<file path="src/rtl/alu_pipe.sv">
// rtl/alu_pipe.sv - registered ALU with valid/ready handshake and iterative shift-add multiply
module alu_pipe #(
  parameter int WIDTH = 16,
  parameter int SHW   = $clog2(WIDTH)
) (
  input  logic             clk,
  input  logic             rst_n,
  input  logic             in_valid,
  output logic             in_ready,
  input  logic [WIDTH-1:0] a,
  input  logic [WIDTH-1:0] b,
  input  logic [3:0]       alu_op,
  output logic             out_valid,
  input  logic             out_ready,
  output logic [WIDTH-1:0] alu_result,
  output logic             zero,
  output logic             negative,
  output logic             carry,
  output logic             overflow
);

  localparam logic [3:0] OP_ADD  = 4'd0;
  localparam logic [3:0] OP_SUB  = 4'd1;
  localparam logic [3:0] OP_AND  = 4'd2;
  localparam logic [3:0] OP_OR   = 4'd3;
  localparam logic [3:0] OP_XOR  = 4'd4;
  localparam logic [3:0] OP_SLT  = 4'd5;
  localparam logic [3:0] OP_SLL  = 4'd6;
  localparam logic [3:0] OP_SRL  = 4'd7;
  localparam logic [3:0] OP_SRA  = 4'd8;
  localparam logic [3:0] OP_MUL  = 4'd9;
  localparam logic [3:0] OP_SLTU = 4'd10;

  typedef enum logic {IDLE, MUL} state_t;

  state_t               state, state_next;
  logic                 accept;
  logic                 load_single;
  logic                 mul_last;
  logic [SHW-1:0]       cnt;
  logic [WIDTH-1:0]     mcand;
  logic [WIDTH-1:0]     mplier;
  logic [2*WIDTH-1:0]   acc;
  logic [2*WIDTH-1:0]   acc_next;
  logic [2*WIDTH-1:0]   mul_addend;
  logic [WIDTH:0]       sum;
  logic [WIDTH:0]       diff;
  logic [SHW-1:0]       sh;
  logic [WIDTH-1:0]     alu_res;
  logic                 alu_c;
  logic                 alu_v;

  // state register
  always_ff @(posedge clk or negedge rst_n) begin
    if (!rst_n) state <= IDLE;
    else        state <= state_next;
  end

  // next-state logic
  always_comb begin
    state_next = state;
    case (state)
      IDLE: if (accept && alu_op == OP_MUL) state_next = MUL;
      MUL:  if (mul_last) state_next = IDLE;
      default: state_next = IDLE;
    endcase
  end

  // FSM outputs
  always_comb begin
    in_ready    = (state == IDLE) && (!out_valid || out_ready);
    accept      = in_valid && in_ready;
    load_single = accept && (alu_op != OP_MUL);
    mul_last    = (state == MUL) && (cnt == SHW'(WIDTH - 1));
  end

  // single-cycle operations; diff[WIDTH] is the unsigned borrow
  always_comb begin
    sum     = {1'b0, a} + {1'b0, b};
    diff    = {1'b0, a} - {1'b0, b};
    sh      = b[SHW-1:0];
    alu_res = '0;
    alu_c   = 1'b0;
    alu_v   = 1'b0;
    case (alu_op)
      OP_ADD: begin
        alu_res = sum[WIDTH-1:0];
        alu_c   = sum[WIDTH];
        alu_v   = (a[WIDTH-1] == b[WIDTH-1]) && (sum[WIDTH-1] != a[WIDTH-1]);
      end
      OP_SUB: begin
        alu_res = diff[WIDTH-1:0];
        alu_c   = diff[WIDTH];
        alu_v   = (a[WIDTH-1] != b[WIDTH-1]) && (diff[WIDTH-1] != a[WIDTH-1]);
      end
      OP_AND:  alu_res = a & b;
      OP_OR:   alu_res = a | b;
      OP_XOR:  alu_res = a ^ b;
      OP_SLT:  alu_res = {{(WIDTH-1){1'b0}}, ($signed(a) < $signed(b))};
      OP_SLL:  alu_res = a << sh;
      OP_SRL:  alu_res = a >> sh;
      OP_SRA:  alu_res = $unsigned($signed(a) >>> sh);
      OP_SLTU: alu_res = {{(WIDTH-1){1'b0}}, (a < b)};
      default: alu_res = '0;
    endcase
  end

  // one multiplier bit per cycle: add the multiplicand shifted to that bit's weight
  always_comb begin
    mul_addend = {{WIDTH{1'b0}}, mcand} << cnt;
    acc_next   = mplier[cnt] ? (acc + mul_addend) : acc;
  end

  always_ff @(posedge clk or negedge rst_n) begin
    if (!rst_n) begin
      cnt        <= '0;
      mcand      <= '0;
      mplier     <= '0;
      acc        <= '0;
      out_valid  <= 1'b0;
      alu_result <= '0;
      carry      <= 1'b0;
      overflow   <= 1'b0;
    end else begin
      if (accept && alu_op == OP_MUL) begin
        mcand  <= a;
        mplier <= b;
        acc    <= '0;
        cnt    <= '0;
      end else if (state == MUL) begin
        acc <= acc_next;
        cnt <= cnt + SHW'(1);
      end

      if (load_single) begin
        out_valid  <= 1'b1;
        alu_result <= alu_res;
        carry      <= alu_c;
        overflow   <= alu_v;
      end else if (mul_last) begin
        out_valid  <= 1'b1;
        alu_result <= acc_next[WIDTH-1:0];
        carry      <= |acc_next[2*WIDTH-1:WIDTH];
        overflow   <= 1'b0;
      end else if (out_ready) begin
        out_valid  <= 1'b0;
      end
    end
  end

  assign zero     = (alu_result == '0);
  assign negative = alu_result[WIDTH-1];

endmodule

</file>
<file path="config.mk">
export PLATFORM = sky130hd
export DESIGN_NAME = alu_pipe
export DESIGN_NICKNAME = d
export VERILOG_FILES = /design/src/rtl/alu_pipe.sv
export SDC_FILE = /design/constraint.sdc
export NUM_CORES = 1
export LEC_CHECK = 0
export CAP_MARGIN = 5
export CORE_MARGIN = 3
export CORE_UTILIZATION = 30
export DETAILED_ROUTE_END_ITERATION = 10
export PLACE_DENSITY = 0.53
export SYNTH_ARGS = -nofsm -noshare
export SYNTH_HDL_FRONTEND = slang
export SYNTH_SLANG_ARGS = --single-unit
export TNS_END_PERCENT = 30
</file>
<file path="constraint.sdc">
create_clock -name clk -period 4.4 [get_ports clk]
set_input_delay 0.66 -clock clk [delete_from_list [all_inputs] [get_ports clk]]
set_output_delay 0.66 -clock clk [all_outputs]
set_load 0.005 [all_outputs]
</file>
Word level (Yosys, flattened, before mapping). Cells that the tools add are included. W data, S select, Z words.

Register bits after elaboration: 88. Input bits: 40. Output and inout bits: 22.

Add/subtract/negate cells: 4. Magnitude comparators: 3. Equality and inequality tests: 16. Shift operators: 4. Multiplexer cells: 22. Bitwise logic cells: 4. Reductions and logical operators: 15.

Operators with widths (number): $pmux W16 S10 (1); $mux W32 (3); $add A32 B32 Y32 (1); $lt A16 B16 Y1 (2); $mux W16 (2); $shl A16 B4 Y32 (1); $add A16 B16 Y17 (1); $sub A16 B16 Y17 (1); $and A16 B16 Y16 (1); $eq A4 B3 Y1 const B (4); $eq A4 B4 Y1 const B (4); $logic_not A16 Y1 (1); $or A16 B16 Y16 (1); $reduce_or A16 Y1 (1); $shl A16 B4 Y16 (1); $shr A16 B4 Y16 (1); $sshr A16 B4 Y16 (1); $xor A16 B16 Y16 (1); $mux W1 (10); $eq A4 B2 Y1 const B (2); $mux W4 (2); $logic_and A1 B1 Y1 (7); $pmux W1 S2 (3); $lt A4 B5 Y1 const B (1); other kinds (12) (15).

Depth between registers and ports, before layout.
Depth after elaboration: 7. Mapped depth: 20.

Least setup slack after synthesis. OpenSTA, ideal clock, no wires.

Path kind: reg-to-reg. Start: register cnt[1]. End: register carry. Library setup time: 0.123 ns. Arrival time: 4.111 ns. Path slack: 0.166 ns. Cell stages (with the launch flop): 21. Cells stage by stage: dfrtp_1 clkbuf_1 buf_1 clkbuf_1 inv_1 a31oi_1 nor2_1 a21oi_1 a21oi_1 ha_1 clkbuf_1 a21oi_1 o21ai_0 a41oi_1 a211oi_2 nor2_1 or4_1 and3_1 o21ai_0 a41o_1 nand2_1.

Cells in the longest elaborated chain, start to end: 6. Elaborated cells between the ends (all ways): 11. Classes of those cells: 1 x add/sub; 1 x eq/ne; 1 x shift; 5 x mux; 3 x reduce/logical.

Ends and longest elaborated chain: start, declared (line 40) `logic [SHW-1:0] cnt;`; start signal, assigned (line 132) `cnt <= cnt + SHW'(1);`; $shl A16 B4 Y32 or $bmux W1 S4 (tied branches) (line 110, 111); $add A32 B32 Y32 or $mux W1 (tied branches) (line 111) `acc_next = mplier[cnt] ? (acc + mul_addend) : acc;`; $mux W32 (line 111); $reduce_or A16 Y1 (line 143) `carry <= |acc_next[2*WIDTH-1:WIDTH];`; $mux W1 (line 140) `end else if (mul_last) begin`; $mux W1 (line 135) `if (load_single) begin`; end signal, assigned (line 138) `carry <= alu_c;`; end signal, assigned (line 143); end, declared (line 18) `output logic carry,`.

Parallel ways exist; a longest one is shown, timed or not. The select of a mux whose other input is x is not followed. A chain may end at the register's enable or synchronous reset.

Worst setup path after layout.
Start: register cnt[0]. End: register carry.

Same word-level chain as after synthesis.

==> results.py <==
metrics = {
    "outcome": {
        "outcome": "complete, no violations",
    },
    "layout": {
        "drive_above_1_share_pct": 10.2,
        "fin_util_pct": 36.5,
        "antenna_cells": 0,
        "area_growth_pct": 18.3,
        "finish.instance_area_um2": 11700,
        "nets": 1521,
    },
    "yosys": {
        "synth_area_leader_cell": "dfrtp_1",
        "synthTopCellsByArea": "dfrtp_1 22%, ha_1 10%, o21ai_0 6.7%",
        "seq_area_frac_synth_pct": 22.3,
        "synth_most_common_cell": "nand2_1",
        "synth_compound_area_share_pct": 31.4,
        "async_reset_ff_share_pct": 100,
        "syn_inst": 1324,
        "yosysWarnings": 0,
        "yosys.area_share.simple_pct": 20.8,
        "syn_nets": 1448,
        "synth.mux.area_fraction_pct": 6.82,
        "synth_top_family_by_area": "compound AO/OA/AOI/OAI gates",
        "ys_types": 79,
        "postSynthAreaPerCell_um2": 7.45,
        "ys.flop_type": "dfrtp_1",
        "synth-xor-area-share_pct": 2.22,
        "synth_common_cells": "176 x nand2_1, 135 x nor2_1, 133 x o21ai_0",
        "synth_top_area_share_pct": 22.3,
        "synth_fa_ha_area_share_pct": 10.9,
        "synth-edff-count": 0,
        "synth-seq-cells": 88,
        "netlist_area_um2": 9870,
    },
    "global_route": {
        "grt_max_degree": 56,
        "grt_util_all_layers_pct": 21.0,
        "grt_pass1_vias": 10000,
        "grt.overflow.total": 0,
        "antenna_found_initial": 0,
        "grt_pass1_wl_mm": 58.7,
    },
    "clock_network": {
        "cts_buffers": 9,
        "clk_pin_slew_ns": 0.07,
        "root_buffer": "clkbuf_16",
        "post_cts_resized": 0,
        "cts_tree": "done",
        "post_cts_buffers": 0,
        "cts.htree.levels": 3,
        "cts_hold_buf": 0,
        "clk_latency_ns": 0.35,
        "clockBufferDepth": 2,
        "cts.sinks": 88,
    },
    "setup_path": {
        "path_cells": "mux4_1 -> mux2i_1 -> o22ai_1 -> ha_1 -> nor2_1 -> o31ai_1 -> a41oi_1 -> a211oi_2 -> nor2_2 -> or4_1 -> and3_1 -> o21ai_1 -> a41o_1 -> nand2_1",
        "path_class": "register to register",
        "cp_max_fo": 7,
        "start_kind": "register",
        "setup.worst_path.end_class": "register",
        "required_ns": 4.64,
        "critPathBufInv": 0,
        "cp_top_family": "compound AO/OA/AOI/OAI gates",
        "critical-path-slowest-cell": "mux4_1",
        "critPathArrivalTime_ns": 4.44,
        "slowest_delay_ns": 0.65,
    },
    "die": {
        "coreArea_um2": 32000,
        "io_pins": 62,
        "start_util_pct": 30.9,
        "die_w_um": 187,
        "fp.dieArea_um2": 35100,
        "die_h_um": 187,
        "rows": 65,
    },
    "placement": {
        "hpwl_mm": 29.7,
        "post-place-ws_ns": 0.0434,
        "portBuffers": 61,
        "placed_area_um2": 11300,
        "routabilityCongestion": 0.936,
    },
    "power_and_ir_drop": {
        "p_leak_nw": 5.04,
        "p_total_mw": 6.53,
        "ir_drop_uv": 220,
        "power_density_nw_per_um2": 559,
    },
    "sta": {
        "setup_ws_ns": 0.198,
        "max_slew_margin_pct": 43.6,
        "slew_violations": 0,
        "finalCritPeriodShare_pct": 95.5,
        "max_freq_mhz": 238,
        "hold_viol": 0,
        "finalSetupViolCount": 0,
        "rsz0062_at_grt": "no",
        "clock-skew-final_ns": 0.00977,
        "worstMarginPinSlew_ns": 0.844,
        "finalSetupTns_ns": 0,
        "fin_crit_ns": 4.20,
    },
    "routing": {
        "via_count": 10500,
        "ant_nets": 0,
        "vias_per_cell": 5.72,
        "firstDrtPassIters": 7,
        "wl_mm": 37.9,
        "routedWlPerCell_um": 20.7,
        "drc": 0,
        "drt_iter0_drc": 931,
    },
    "job": {
        "maxCapViolations": 0,
    },
    "worst_hold_path": {
        "hold_path_class": "primary input to async pin",
    },
}
-- power breakdown --
part,internal (mW),switching [mW]
clock,0.499,0.356
sequential,1.13,0.342
combinational,1.70,2.50
total,3.34,3.19
-- state kept, by name, summed over array words and instances (netlist names) --
register and cells:
carry 1, acc 32, alu_result 16, out_valid 1, state 1, mcand 16, mplier 16, cnt 4
overflow 1
-- routing by layer --
metal	wire, µm	track usage, %
met2	17700	35.2
met3	1840	1.71
met5	0	0
met4	921	5.51
met1	17500	29.2
-- worst paths after layout --
check	start	end	slack, ns	cells past startpoint
max	cnt[0]	carry	0.20	14
min	rst_n	acc[21]	0.36	1
max reg2reg	cnt[0]	carry	0.20	14
min reg2reg	mplier[12]	mplier[12]	0.48	2
max in group asynchronous	rst_n	mcand[1]	3.07	2
min in group clk	mplier[12]	mplier[12]	0.48	2
-- area by class of cell --
class	instances	area [µm²]
inverters	55	206
repair buffers	144	1230
fillers	3380	20300
multi-input cells	1099	7180
well taps	435	544
flip-flops and latches	88	2200
clock inverters	6	92.6
clock buffers	9	225
-- kinds of logic (layout without fill, tap and decap cells) --
kind of cell,after synthesis,in the layout
AO/OA/AOI/OAI,483,483
multiplexers,47,47
buffers and inverters,137,214
XOR/XNOR,25,25
adder cells (fa/ha/maj),84,84
AND/OR/NAND/NOR,460,460
flip-flops,88,88
-- layout by cell type (no fill, tap or decap), types with 10 or more instances in the layout --
master,Yosys,layout
mux2i_1,26,26
nor3_1,40,39
a21oi_1,120,116
o21ai_0,133,132
nand3_1,24,23
nand2_1,176,176
nor2_1,135,134
xnor2_1,10,10
and2_1,10,10
buf_4,2,84
nand2b_1,12,12
xor2_1,15,15
ha_1,81,81
a21o_1,27,27
a221oi_1,10,10
clkdlybuf4s50_1,0,59
o31ai_1,12,12
nor2b_1,13,13
a31oi_1,20,19
a211oi_1,27,27
inv_1,54,54
dfrtp_1,88,88
o21bai_1,11,11
o22ai_1,18,18
-- metrics by stage --
stage	instances	hold WS, ns
2_1_floorplan	1324	0.364
3_3_place_gp	1821	0.456
3_5_place_dp	1821	0.466
4_1_cts	1836	0.418
5_1_grt	1836	0.420
6_report	1836	0.358
Note: power is estimated with default switching activity, not from simulation.
